**config.mk**
```make
export PLATFORM = sky130hd
export DESIGN_NAME = step_clock_gen
export DESIGN_NICKNAME = d
export VERILOG_FILES = /design/src/rtl/step_clock_gen.sv
export SDC_FILE = /design/constraint.sdc
export NUM_CORES = 1
export LEC_CHECK = 0
export BUFFER_PORTS_ARGS = -buffer_cell sky130_fd_sc_hd__clkbuf_2
export CORE_ASPECT_RATIO = 0.5
export CORE_MARGIN = 4
export CORE_UTILIZATION = 38
export CTS_CLUSTER_SIZE = 28
export DETAILED_ROUTE_END_ITERATION = 12
export RECOVER_POWER = 25
export SYNTH_ARGS = -nofsm -noshare
export SYNTH_HDL_FRONTEND = slang
export SYNTH_SLANG_ARGS = --single-unit
```
**constraint.sdc**
```tcl
create_clock -name Clock -period 5.8 [get_ports Clock]
set_input_delay 0.58 -clock Clock [delete_from_list [all_inputs] [get_ports Clock]]
set_output_delay 0.58 -clock Clock [all_outputs]
set_load 0.03 [all_outputs]
```
**src/rtl/step_clock_gen.sv**
```systemverilog
// Step clock generator: BPM to 16-step pulse train via a phase accumulator.
// Optional Gate output (~50% duty per step) when GATE_OUT_EN is defined.
module step_clock_gen #(
    parameter int CLK_HZ         = 50000000,
    parameter int STEPS_PER_BEAT = 4,
    parameter int MIN_BPM        = 40,
    parameter int MAX_BPM        = 240
) (
    input  logic       Clock,
    input  logic       nReset,
    input  logic       nStart,
    input  logic       Play,
    input  logic [7:0] Bpm,
    output logic       Step,
    output logic [3:0] StepIndex,
    output logic       Beat,
    output logic       Running
`ifdef GATE_OUT_EN
    ,
    output logic       Gate
`endif
);

    // One minute of clock cycles; must stay below 2^32 for the 32-bit accumulator.
    localparam longint     MOD_L = longint'(CLK_HZ) * 64'sd60;
    localparam logic [32:0] MOD  = 33'(MOD_L);
    localparam logic [32:0] HALF = MOD >> 1;

    typedef enum logic {IDLE, RUN} state_t;

    state_t      state_q;
    logic        nstart_s1_q, nstart_s2_q, nstart_s3_q;
    logic        play_s1_q, play_s2_q;
    logic [31:0] acc_q;
    logic [3:0]  idx_q;
    logic        step_q, beat_q;
    logic [7:0]  bpm_q;
    logic [1:0]  hold_q;

    logic [7:0]  bpm_clamped_d;
    logic [32:0] inc_d;
    logic [32:0] sum_d;
    logic [3:0]  next_idx_d;
    logic        beat_hit_d;
    logic        start_evt_d;

    always_comb begin
        bpm_clamped_d = bpm_q;
        if (bpm_q < 8'(MIN_BPM)) begin
            bpm_clamped_d = 8'(MIN_BPM);
        end else if (bpm_q > 8'(MAX_BPM)) begin
            bpm_clamped_d = 8'(MAX_BPM);
        end
    end

    assign inc_d       = 33'(bpm_clamped_d) * 33'(STEPS_PER_BEAT);
    assign sum_d       = {1'b0, acc_q} + inc_d;
    assign next_idx_d  = idx_q + 4'd1;
    assign beat_hit_d  = (({28'd0, next_idx_d} % 32'(STEPS_PER_BEAT)) == 32'd0);
    assign start_evt_d = nstart_s3_q & ~nstart_s2_q;

    always_ff @(posedge Clock or negedge nReset) begin
        if (!nReset) begin
            state_q     <= IDLE;
            nstart_s1_q <= 1'b0;
            nstart_s2_q <= 1'b0;
            nstart_s3_q <= 1'b0;
            play_s1_q   <= 1'b0;
            play_s2_q   <= 1'b0;
            acc_q       <= 32'd0;
            idx_q       <= 4'd0;
            step_q      <= 1'b0;
            beat_q      <= 1'b0;
            bpm_q       <= 8'd0;
            hold_q      <= 2'd0;
        end else begin
            nstart_s1_q <= nStart;
            nstart_s2_q <= nstart_s1_q;
            nstart_s3_q <= nstart_s2_q;
            play_s1_q   <= Play;
            play_s2_q   <= play_s1_q;
            step_q      <= 1'b0;
            beat_q      <= 1'b0;
            if (start_evt_d) begin
                // Entry and restart share one path; a start beats a concurrent stop.
                state_q <= RUN;
                acc_q   <= 32'd0;
                idx_q   <= 4'd0;
                step_q  <= 1'b1;
                beat_q  <= 1'b1;
                bpm_q   <= Bpm;
                hold_q  <= 2'd3;
            end else if (state_q == RUN) begin
                if (hold_q != 2'd0) begin
                    hold_q <= hold_q - 2'd1;
                end
                if ((hold_q == 2'd0) && !play_s2_q) begin
                    state_q <= IDLE;
                    acc_q   <= 32'd0;
                    idx_q   <= 4'd0;
                end else if (sum_d >= MOD) begin
                    acc_q  <= 32'(sum_d - MOD);
                    idx_q  <= next_idx_d;
                    step_q <= 1'b1;
                    beat_q <= beat_hit_d;
                    bpm_q  <= Bpm;
                end else begin
                    acc_q <= sum_d[31:0];
                end
            end
        end
    end

    assign Step      = step_q;
    assign StepIndex = idx_q;
    assign Beat      = beat_q;
    assign Running   = (state_q == RUN);

`ifdef GATE_OUT_EN
    assign Gate = Running && ({1'b0, acc_q} < HALF);
`endif

endmodule
```
== Word level (Yosys, flattened, before mapping) ==
Index checks and enable logic that the tools add are counted.

* $add $sub $neg: 4
* $lt $le $gt $ge: 3
* Eq/ne operators: 1
* Multiplexer cells: 28
* Bitwise gates (word level): 2
* Reduce and logical (&&, ||, !) cells: 12

{| class="wikitable"
|+ Operator list
! cell !! count
|-
| $mux W32 || 4
|-
| $mux W8 || 6
|-
| $add A32 B10 Y33 || 1
|-
| $ge A33 B32 Y1 const B || 1
|-
| $logic_not A32 Y1 || 1
|-
| $sub A32 B32 Y32 const B || 1
|-
| $mux W4 || 4
|-
| $mux W1 || 11
|-
| $gt A8 B8 Y1 const B || 1
|-
| $lt A8 B6 Y1 const B || 1
|-
| $reduce_bool A2 Y1 || 4
|-
| $mux W2 || 3
|-
| $add A4 B1 Y4 const B || 1
|-
| $reduce_and A2 Y1 || 2
|-
| $reduce_and A3 Y1 || 1
|-
| $reduce_bool A3 Y1 || 1
|-
| $logic_not A2 Y1 || 1
|-
| $ne A2 B2 Y1 const B || 1
|-
| $sub A2 B1 Y2 const B || 1
|-
| $and A1 B1 Y1 || 1
|-
| $logic_and A1 B1 Y1 || 1
|-
| $logic_not A1 Y1 || 1
|-
| $not A1 Y1 || 1
|}

* Flip-flop bits (word level): 54
* Bits of input ports: 12
* Output and inout port bits: 7
* Logic and storage cells: 62

== Longest topological paths before layout ==
Gate-level depths: netlist of the first run.

* Word-level depth: 9
* Gate-level depth with buffers: 22
* Mapped depth without buffers: 20

== Least setup slack after synthesis of the first run ==
No wires, ideal clock.

* Kind: register to register
* From: reg bpm_q[5]
* To: reg acc_q[23]
* Setup time: 0.066 ns
* Arrival: 4.164 ns
* Required time: 5.734 ns
* Path slack: 1.570 ns
* Stages on the path, launching flop included: 22
* Path buffers: 1
* Path through: dfrtp_1 -> nand3_1 -> a2bb2oi_1 -> and2_1 -> ha_1 -> inv_1 -> fa_1 -> nand2b_1 -> a21oi_2 -> o21ai_1 -> xnor2_1 -> ha_1 -> o21ai_0 -> a211oi_1 -> o211ai_1 -> a31o_2 -> a31oi_2 -> buf_6 -> nand2_1 -> a211o_1 -> o41a_1 -> nand2_1

* Longest elaborated chain between the ends: 9
* Elaborated cells on any way between the ends: 11

{| class="wikitable"
|+ Ends and longest elaborated chain
! item !! RTL line !! source
|-
| start: declaration || 37 || <nowiki>logic [7:0] bpm_q;</nowiki>
|-
| start signal: assignment || 91 || <nowiki>bpm_q <= Bpm;</nowiki>
|-
| start signal: assignment || 106 || <nowiki>bpm_q <= Bpm;</nowiki>
|-
| $gt A8 B8 Y1 || 51 || <nowiki>end else if (bpm_q > 8'(MAX_BPM)) begin</nowiki>
|-
| $mux W8 || 51 ||
|-
| $mux W8 (*) || 49 || <nowiki>if (bpm_q < 8'(MIN_BPM)) begin</nowiki>
|-
| $add A32 B10 Y33 (*) || 57 || <nowiki>assign sum_d = {1'b0, acc_q} + inc_d;</nowiki>
|-
| $sub A32 B32 Y32 or $ge A33 B32 Y1 (tied branches) || 102, 101 ||
|-
| $mux W32 (*) || 101 || <nowiki>end else if (sum_d >= MOD) begin</nowiki>
|-
| $mux W32 (*) || 97 || <nowiki>if ((hold_q == 2'd0) && !play_s2_q) begin</nowiki>
|-
| $mux W32 (*) || 93 || <nowiki>end else if (state_q == RUN) begin</nowiki>
|-
| $mux W32 (*) || 84 || <nowiki>if (start_evt_d) begin</nowiki>
|-
| end signal: assignment || 102 || <nowiki>acc_q <= 32'(sum_d - MOD);</nowiki>
|-
| end signal: assignment || 108 || <nowiki>acc_q <= sum_d[31:0];</nowiki>
|-
| end: declaration || 34 || <nowiki>logic [31:0] acc_q;</nowiki>
|}

Every way passes the cells marked *; elsewhere a longest branch is shown, timed or not. The select of a mux whose other input is x is not followed.
A chain may end at the register's enable or synchronous reset.

== Worst setup path in the final report of the first run ==
* From: reg bpm_q[5]
* To: reg bpm_q[6]

* Longest elaborated chain between the ends: 7
* Elaborated cells on any way between the ends: 8

{| class="wikitable"
|+ Ends and longest elaborated chain
! item !! RTL line
|-
| $gt A8 B8 Y1 || 51
|-
| $mux W8 || 51
|-
| $mux W8 (*) || 49
|-
| $add A32 B10 Y33 (*) || 57
|-
| $ge A33 B32 Y1 (*) || 101
|-
| $reduce_bool A2 Y1 (no line) (*) || -
|-
| $reduce_and A3 Y1 (no line) (*) || -
|}

Every way passes the cells marked *; elsewhere a longest branch is shown, timed or not.

==> impl_results.md, run 1 <==
- Mean Syn Cell Area: 8.41 um2
- CTS Hold Bufs: 0
- Crit end category: flop
- Count leader, synth: nand2_1
- Slowest stage delay, CP: 0.53 ns
- # clock sinks: 52
- DP Cell Count: around 600
- Yosys reg bits: 52
- Worst VDD drop: between 150 and 200 uV
- Synth Area in XOR/XNOR: between 8 and 9%
- Failing checks: max-capacitance violations, max-slew violations
- Top cell type's share of synthesized area: about a third
- Placed Area: 4090 um2
- EDFF count, synth: 0
- Post-synth top area cell: dfrtp_1
- TritonCTS clock tree: built
- Pwr/cell area: around 320 nW/um2
- Initial drt markers: 217
- Total GRT Usage: 16.1%
- Synth cell count leaders: 61 x nand2_1, 52 x dfrtp_1, 35 x o21ai_0
- DR vias: around 3400
- WL met3: just under 300 um
- Synth Warn #: 0
- Final wirelength: between 9 and 10 mm
- TritonRoute pass-1 iters: 4
- Fin area: 4240 um2
- Final hold vios: 0
- Seq/Total Area, Yosys: roughly a third
- CP delay by family, top: compound AO/OA/AOI/OAI gates
- Ys flop type: dfrtp_1
- I/O Buffers: 18
- M1 WL: ~4.9 mm
- CTS Buf Count: 5
- Fin cells: 607
- Post-layout util: between 40% and 50%
- Status: finished, violations left
- Highest routed layer: met4
- Final Slew Violations: 53
- Worst-case clock skew: 0.00523 ns
- Async S/R FF share, synth: 100%
- CP arrival: between 5 and 6 ns
- Worst skew pair latency: 0.29 ns
- Number of post-CTS setup repair buffers: 0
- Fmax achieved: between 200 and 250 MHz
- Worst Path Required: ~6.0 ns
- Largest net degree at the start of global routing: 53
- Hold Slack: about 0.35 ns
- FILL cells: between 900 and 1000
- CTS root buffer: clkbuf_16
- Syn Nets: between 400 and 500
- Mapped Area: between 3000 and 4000 um2
- Area contributors post-synth: dfrtp_1 33%, xnor2_1 6.0%, nand2_1 5.8%
- Vias in the first global route: approximately 3300
- Cells after synthesis: approximately 470
- Slew margin rel.: -89.7%
- Initial antenna violation count: 0
- First-pass GRT wire length: 16.0 mm
- Antenna Cells: 0
- H-tree Lvls: 2
- RePlAce Congestion: 0.897
- Max-Cap Viols: 1
- Final TNS setup: 0 ns
- DRT antenna net count: 0
- Synth Area in Simple Gates: roughly 22%
- CP max stage cell: a31oi_2
- Die H: 79.9 um
- Post-CTS sizing: 0
- Share of cells above drive strength 1: 12.1%
- Leakage power: 0.00165 uW
- Largest family of logic cells by synthesized area: compound AO/OA/AOI/OAI gates
- Clock Tree Buf Depth: 2
- # setup viols final: 0
- CP Max Fanout: 17
- Core Area: just under 10000 um2
- RSZ-0062 raised after global routing: false
- Initial core utilization: 40.2%
- Nets: about 500
- Ports: 19
- CP Cell Sequence: nand3_1, a2bb2oi_1, and2_1, ha_1, inv_1, fa_1, nand2b_1, a21oi_2, o21ai_2, or3_4, o211ai_1, nand3_1, a41oi_1, a31oi_2, buf_4, a31oi_2, mux2_2
- Clock slew at reported path FFs: 0.08 ns
- Adder and majority gate portion of the synthesized area: between 4 and 5%
- Synth cell types: 70
- WP buf/inv: 2
- DP Wirelength: between 6 and 7 mm
- Crit path launch type: flop
- WL met2: roughly 3.8 mm
- Drc violations: 0
- Tmin final: about 5.0 ns
- Min-Delay Path Class: reg2reg
- Layout area overhead: 8.06%
- Die ar.: 12100 um2
- Routed WL per cell: between 15 and 20 um
- Slew @ Worst Pin: 2.85 ns
- Vias per inst: roughly 5.6
- Core Rows: 25
- Compound-gate portion of the synthesized area: around a quarter
- Die width: roughly 150 um
- Setup Crit Path Kind: reg2reg
- Remaining Overflow, GRT: 0
- Post-synthesis mux area share: under 10%
- Crit share post-route: between 80 and 90%
cells in the final DEF (no fill, tap or decap), types with 3 or more instances in the layout:
cell	Yosys	layout
nand2_1	61	61
dfrtp_1	52	52
o21ai_0	35	35
a21oi_1	30	30
nor2_1	29	28
xnor2_1	27	27
inv_1	18	18
clkbuf_2	1	18
nand3_1	11	11
ha_1	11	11
nand2b_1	9	9
nand4_1	9	9
nor3_1	9	9
xor2_1	9	9
mux2_2	9	9
o211ai_1	9	9
a211oi_1	8	8
or3_1	6	6
nor4_1	6	6
and3_1	5	5
nor2b_1	5	5
a21o_1	5	5
and2_1	5	5
clkbuf_16	0	5
buf_4	1	5
o31ai_1	4	4
a22o_1	4	4
o21ai_1	4	4
a32oi_1	3	3
o22ai_1	3	3
final timing paths:
path	start	to	slack, ns	cells after the start
hold reg to reg	nstart_s1_q	nstart_s2_q	0.35	0
min in group asynchronous	nReset	StepIndex[3]	1.30	2
setup / recovery	bpm_q[5]	bpm_q[6]	0.84	17
max in group asynchronous	nReset	acc_q[28]	2.90	2
hold / removal	nstart_s1_q	nstart_s2_q	0.35	0
setup reg to reg	bpm_q[5]	bpm_q[6]	0.84	17
cells by family after synthesis:
group,count (synthesis)
simple gates,171
xor+xnor,36
fa+ha+maj,12
buf+inv,45
compound gates,140
mux,11
flops,52
cell type report:
type,count,area (um2),area share (%)
Clock buffer,5,125,2.95
Clock inverter,3,28.8,0.678
Inverter,18,67.6,1.59
Multi-Input combinational cell,370,2420,57.0
Sequential cell,52,1300,30.7
Tap cell,135,169,3.98
Timing Repair Buffer,24,131,3.10
worst reg2reg max path: stages (launching register included):
cell       delay [ns]
dfrtp_1          0.43
nand3_1          0.12
a2bb2oi_1        0.26
and2_1           0.17
ha_1             0.18
inv_1            0.06
fa_1             0.39
nand2b_1         0.19
a21oi_2          0.25
o21ai_2          0.20
or3_4            0.43
o211ai_1         0.37
nand3_1          0.18
a41oi_1          0.32
a31oi_2          0.14
buf_4            0.21
a31oi_2          0.53
mux2_2           0.41
report_power, final:
group	switching, uW	leakage [uW]	total, uW	internal (uW)
clock network	151	0.0000767	318	167
logic	359	0.000900	581	222
registers	46.8	0.000672	463	416
total	556	0.00165	1360	805
registers in the layout (all words and copies together), names as in the netlist:
| signal | flops |
|---|---|
| Beat | 1 |
| Running | 1 |
| Step | 1 |
| StepIndex | 4 |
| acc_q | 30 |
| bpm_q | 8 |
| hold_q | 2 |
| nstart_s1_q | 1 |
| nstart_s2_q | 1 |
| nstart_s3_q | 1 |
| play_s1_q | 1 |
| play_s2_q | 1 |
layer usage:
layer	track usage, %	vias to the layer above
li1	-	1708
met2	24.6	67
met1	23.6	1617
met5	0	-
met4	4.12	0
met3	2.72	14
per-stage QoR:
step / power, uW / setup WS, ns
floorplan: 910 / 1.57
global placement: 1050 / 0.903
detailed placement: 1050 / 0.815
CTS: 1370 / 0.798
global route: 1470 / 0.475
finish: 1360 / 0.843
Note: power is estimated with default switching activity, not from simulation.
==> inputs of run 2 (changes only) <==
--- a/config.mk
+++ b/config.mk
@@ -6,7 +6,6 @@
 export NUM_CORES = 1
 export LEC_CHECK = 0
 export BUFFER_PORTS_ARGS = -buffer_cell sky130_fd_sc_hd__clkbuf_2
-export CORE_ASPECT_RATIO = 0.5
 export CORE_MARGIN = 4
 export CORE_UTILIZATION = 38
 export CTS_CLUSTER_SIZE = 28
==> run 2 against run 1 <==
The flow still finishes with violations (max-capacitance violations, max-slew violations). Combinational power barely moved. Sequential share of layout area rose by 0.44 points. Non-clock buffer count did not move. Via count grew 1.3%. Final cell count shrank 0.33%. Sequential cell count stayed put. Count of clock-buffer cells in the layout unchanged.
==> impl_results.md, run 2 (same netlist as run 1, synthesis figures left out) <==
- Fmax achieved: between 150 and 200 MHz
- Die H: 110 um
- Commonest cells after routing, fill and taps aside: 61 x nand2_1, 52 x dfrtp_1, 35 x o21ai_0
- CP Cell Sequence: nand3_1, a2bb2oi_1, and2_1, ha_1, inv_1, fa_1, nand2b_1, a21oi_2, o21ai_1, xnor2_1, ha_1, o21ai_0, a211oi_1, o211ai_1, a31o_2, a31oi_2, buf_4, or2b_1, xnor2_1, or3_1, o21ai_0
- Met2 Usage GRT: 26.8%
- Vias per inst: about 5.7
- Final WS setup: between 0.7 and 0.8 ns
- Grt met3 use: 3.35%
- # setup viols final: 0
- Min-Delay Path Class: in2reg
- Biggest register: acc_q
- CP Max Fanout: 11
- Final TNS setup: 0 ns
- CTS Buf Count: 5
- Die ar.: approximately 12000 um2
- Core Area: just under 10000 um2
- Final hold vios: 0
- Failing checks: max-capacitance violations, max-slew violations
- # clock sinks: 52
- TritonRoute pass-1 iters: 6
- Max reg flops: 30
- Antenna Cells: 0
- Slew margin rel.: -87.6%
- Initial antenna violation count: 0
- Drc violations: 0
- Pwr/cell area: between 300 and 400 nW/um2
- RePlAce Congestion: 0.909
- Post-layout util: about 42%
- Crit path launch type: flop
- Fin area: 4180 um2
- Clock Tree Buf Depth: 2
- First-pass GRT wire length: about 16 mm
- Largest net degree at the start of global routing: 53
- I/O Buffers: 18
- Initial drt markers: between 150 and 200
- CP arrival: between 5 and 6 ns
- Total GRT Usage: approximately 17%
- WP buf/inv: 2
- Routed WL per cell: roughly 16 um
- DP Wirelength: between 6 and 7 mm
- Gr busiest metal: met2
- Slew @ Worst Pin: ~2.8 ns
- WHS Path Cells: 1
- Fin cells: 605
- Nets: 495
- DR vias: 3449
- CTS root buffer: clkbuf_8
- H-tree Lvls: 2
- Crit end category: flop
- CTS Hold Bufs: 0
- Tmin final: between 5 and 6 ns
- Hold_sp: Play
- Worst VDD drop: roughly 190 uV
- R2R Setup Slk: about 0.80 ns
- Slowest stage delay, CP: roughly 0.45 ns
- Post-CTS sizing: 0
- Pre-CTS setup slack: roughly 0.86 ns
- Initial core utilization: around two fifths
- Leakage power: roughly 0.0016 uW
- RR Startpoint: bpm_q[6]
- Worst-case clock skew: 0.00813 ns
- Layout area overhead: 6.53%
- CP max stage cell: dfrtp_1
- Number of post-CTS setup repair buffers: 0
- Commonest non-fill, non-tap cell in the layout: nand2_1
- Setup Crit Path Kind: reg2reg
- Worst Path Required: 6.05 ns
- Clock slew at reported path FFs: roughly 0.11 ns
- DRT antenna net count: 0
- R2r worst-path depth: 21
- Crit share post-route: 86.3%
- Ports: 19
- Met1 Use GR: between 20% and 30%
- Hold EP: play_s1_q
- Core Rows: 36
- Final Slew Violations: 53
- Placed Area: about 4100 um2
- Final wirelength: 9.49 mm
- Die width: about 110 um
- DP Cell Count: between 500 and 600
- Vias in the first global route: roughly 3300
- Share of cells above drive strength 1: about an eighth
- Remaining Overflow, GRT: 0
- TritonCTS clock tree: built
- Worst skew pair latency: around 0.33 ns
- CP delay by family, top: compound AO/OA/AOI/OAI gates
- Max-Cap Viols: 1
- Status: finished, violations left
- RSZ-0062 raised after global routing: false
- RR Endpoint: acc_q[28]
-- run 2: cell types whose count changed in the layout (fill, tap and decap cells not counted), sizes merged --
cell	previous run	this run
inv	21	19
clkinv	0	1
clkinvlp	0	1
-- run 2: final cells by class --
cell class | instances | area (um2)
Clock buffer | 5 | 68.8
Clock inverter | 3 | 27.5
Fill cell | 1016 | 5730
Inverter | 18 | 67.6
Multi-Input combinational cell | 370 | 2420
Sequential cell | 52 | 1300
Tap cell | 133 | 166
Timing Repair Buffer | 24 | 131
-- run 2: where the power goes --
group | internal, uW | switching, uW | total [uW]
logic | 223 | 357 | 580
clock network | 89.0 | 144 | 233
registers | 416 | 48.2 | 464
total | 728 | 549 | 1280
-- run 2: worst max path at each step --
stage / startpoint / slack [ns] / endpoint / cells after the start
after floorplan: bpm_q[5] / 1.57 / acc_q[23] / 21
after global placement: bpm_q[6] / 0.96 / bpm_q[4] / 19
after detailed placement: bpm_q[6] / 0.86 / bpm_q[4] / 17
after CTS: bpm_q[6] / 0.80 / bpm_q[4] / 17
after global routing: bpm_q[6] / 0.43 / acc_q[16] / 21
final: bpm_q[6] / 0.80 / acc_q[28] / 21
-- run 2: through the flow --
stage,total power (uW),hold slack [ns]
after floorplan,910,0.284
after global placement,1040,0.334
after detailed placement,1050,0.338
after CTS,1290,0.332
after global routing,1380,0.323
final,1280,0.348
-- run 2: layer usage --
| metal | part of all wire, % | up-vias |
|---|---|---|
| li1 | - | 1697 |
| met1 | 48 | 1674 |
| met2 | 46 | 69 |
| met3 | 4.8 | 9 |
| met4 | 1.3 | 0 |
| met5 | 0 | - |
==> inputs of run 3 (changes only) <==
--- a/config.mk
+++ b/config.mk
@@ -7,7 +7,7 @@
 export LEC_CHECK = 0
 export BUFFER_PORTS_ARGS = -buffer_cell sky130_fd_sc_hd__clkbuf_2
 export CORE_MARGIN = 4
-export CORE_UTILIZATION = 38
+export CORE_UTILIZATION = 40
 export CTS_CLUSTER_SIZE = 28
 export DETAILED_ROUTE_END_ITERATION = 12
 export RECOVER_POWER = 25
==> run 3 against run 2 <==
The flow still finishes with violations (max-capacitance violations, max-slew violations). Final cell count down 0.83%. Clock skew about the same. Combinational power down 0.9%. Register-to-register slack worse by 0.10 ns. Via count up 0.17%. Design area down 0.15%. Wire length down 1.5%. Sequential cell count unchanged. Clock power about the same. Highest routed layer unchanged.
==> impl_results.md, run 3 (same netlist as run 1, synthesis figures left out) <==
- Status: finished, violations left
- Failing checks: max-capacitance violations, max-slew violations
- Number of post-CTS setup repair buffers: 0
- Worst VDD drop: about 190 uV
- Drc violations: 0
- Largest net degree at the start of global routing: between 50 and 60
- WHS Path Cells: 1
- CP max stage cell: dfrtp_1
- Crit share post-route: between 80% and 90%
- Fmax achieved: a little under 200 MHz
- # clock sinks: 52
- First-pass GRT wire length: approximately 16 mm
- Hold EP: play_s1_q
- Clock slew at reported path FFs: 0.11 ns
- WP buf/inv: 2
- H-tree Lvls: 2
- Die width: ~110 um
- RR Endpoint: acc_q[23]
- Post-CTS sizing: 0
- Vias in the first global route: roughly 3300
- Hold_sp: Play
- Core Rows: 35
- DRT antenna net count: 0
- CP Cell Sequence: nand3_1, a2bb2oi_1, and2_1, ha_1, inv_1, fa_1, nand2b_1, a21oi_2, o21ai_1, xnor2_1, ha_1, o21ai_0, a211oi_1, o211ai_1, a31o_2, a31oi_2, buf_4, a21oi_1, a211o_1, o41a_1, nand2_1
- FILL cells: roughly 950
- CP delay by family, top: compound AO/OA/AOI/OAI gates
- Routed WL per cell: 15.6 um
- Min-Delay Path Class: in2reg
- Antenna Cells: 0
- Gr busiest metal: met2
- Final Slew Violations: 53
- Post-layout util: between 40 and 50%
- Crit end category: flop
- Final wirelength: a little over 9 mm
- Fin cells: 600
- TritonRoute pass-1 iters: 5
- CTS root buffer: clkbuf_8
- Slowest stage delay, CP: 0.45 ns
- R2R Setup Slk: approximately 0.69 ns
- Hold Slack: about 0.36 ns
- DR vias: between 3000 and 4000
- RR Startpoint: bpm_q[6]
- TritonCTS clock tree: built
- Leakage power: roughly 0.0016 uW
- Layout area overhead: 6.37%
- Worst-case clock skew: 0.00843 ns
- Slew margin rel.: -88.2%
- Max reg flops: 30
- Final TNS setup: 0 ns
- DP Wirelength: between 6 and 7 mm
- Share of cells above drive strength 1: a little under an eighth
- DP Cell Count: approximately 590
- Commonest non-fill, non-tap cell in the layout: nand2_1
- # setup viols final: 0
- Total GRT Usage: 17.2%
- Slew @ Worst Pin: about 2.8 ns
- Initial core utilization: a little over two fifths
- Most used cell along the critical path: ha_1
- CP arrival: ~5.4 ns
- Final hold vios: 0
- Core Area: 9420 um2
- Remaining Overflow, GRT: 0
- Worst Path Required: just over 6 ns
- Initial drt markers: approximately 180
- Biggest register: acc_q
- Nets: approximately 500
- Grt met3 use: approximately 2.3%
- RSZ-0062 raised after global routing: false
- Ports: 19
- Overall power: roughly 1300 uW
- CTS Buf Count: 5
- Die ar.: about 11000 um2
- Initial antenna violation count: 0
- Met2 Usage GRT: 28.4%
- Max-Cap Viols: 1
- Die H: around 110 um
- CP Max Fanout: 26
- CTS Hold Bufs: 0
- Pwr/cell area: 305 nW/um2
- Met1 Use GR: 23.7%
- Vias per inst: between 5 and 6
- Tmin final: ~5.1 ns
- Worst skew pair latency: approximately 0.32 ns
- Commonest cells after routing, fill and taps aside: 61 x nand2_1, 52 x dfrtp_1, 35 x o21ai_0
- RePlAce Congestion: just over 0.9
- I/O Buffers: 18
- Clock Tree Buf Depth: 2
- R2r worst-path depth: 21
- Crit path launch type: flop
- Setup Crit Path Kind: reg2reg
[run 3: report_power, final]
group | total (uW) | internal, uW | switching, uW
Sequential | 466 | 416 | 49.5
Clock | 236 | 91.3 | 145
Combinational | 575 | 222 | 352
Total | 1280 | 730 | 547
[run 3: layout make-up]
type | instances | area [um2] | area share (%)
Clock buffer | 5 | 68.8 | 1.65
Timing Repair Buffer | 23 | 124 | 2.96
Inverter | 18 | 67.6 | 1.62
Multi-Input combinational cell | 370 | 2420 | 58.0
Sequential cell | 52 | 1300 | 31.1
Clock inverter | 3 | 33.8 | 0.809
Tap cell | 129 | 161 | 3.86
[run 3: per-stage QoR]
step	instance area (um2)	setup slack [ns]
3_5_place_dp	4080	0.697
5_1_grt	4180	0.256
2_1_floorplan	3930	1.57
6_report	4180	0.692
4_1_cts	4180	0.667
3_3_place_gp	4080	0.844
[run 3: how the worst max path moves through the flow]
stage                            to  slack (ns)  cells past startpoint     start
after floorplan           acc_q[23]        1.57                     21  bpm_q[5]
after global placement     bpm_q[4]        0.84                     19  bpm_q[6]
after detailed placement  acc_q[23]        0.70                     21  bpm_q[6]
after CTS                 acc_q[23]        0.67                     21  bpm_q[6]
after global routing      acc_q[23]        0.26                     20  bpm_q[6]
final                     acc_q[23]        0.69                     21  bpm_q[6]
[run 3: layer usage]
layer | vias up | share of wire, %
met2 | 74 | 48
li1 | 1692 | -
met1 | 1678 | 47
met5 | - | 0
met4 | 0 | 1.3
met3 | 11 | 4.4
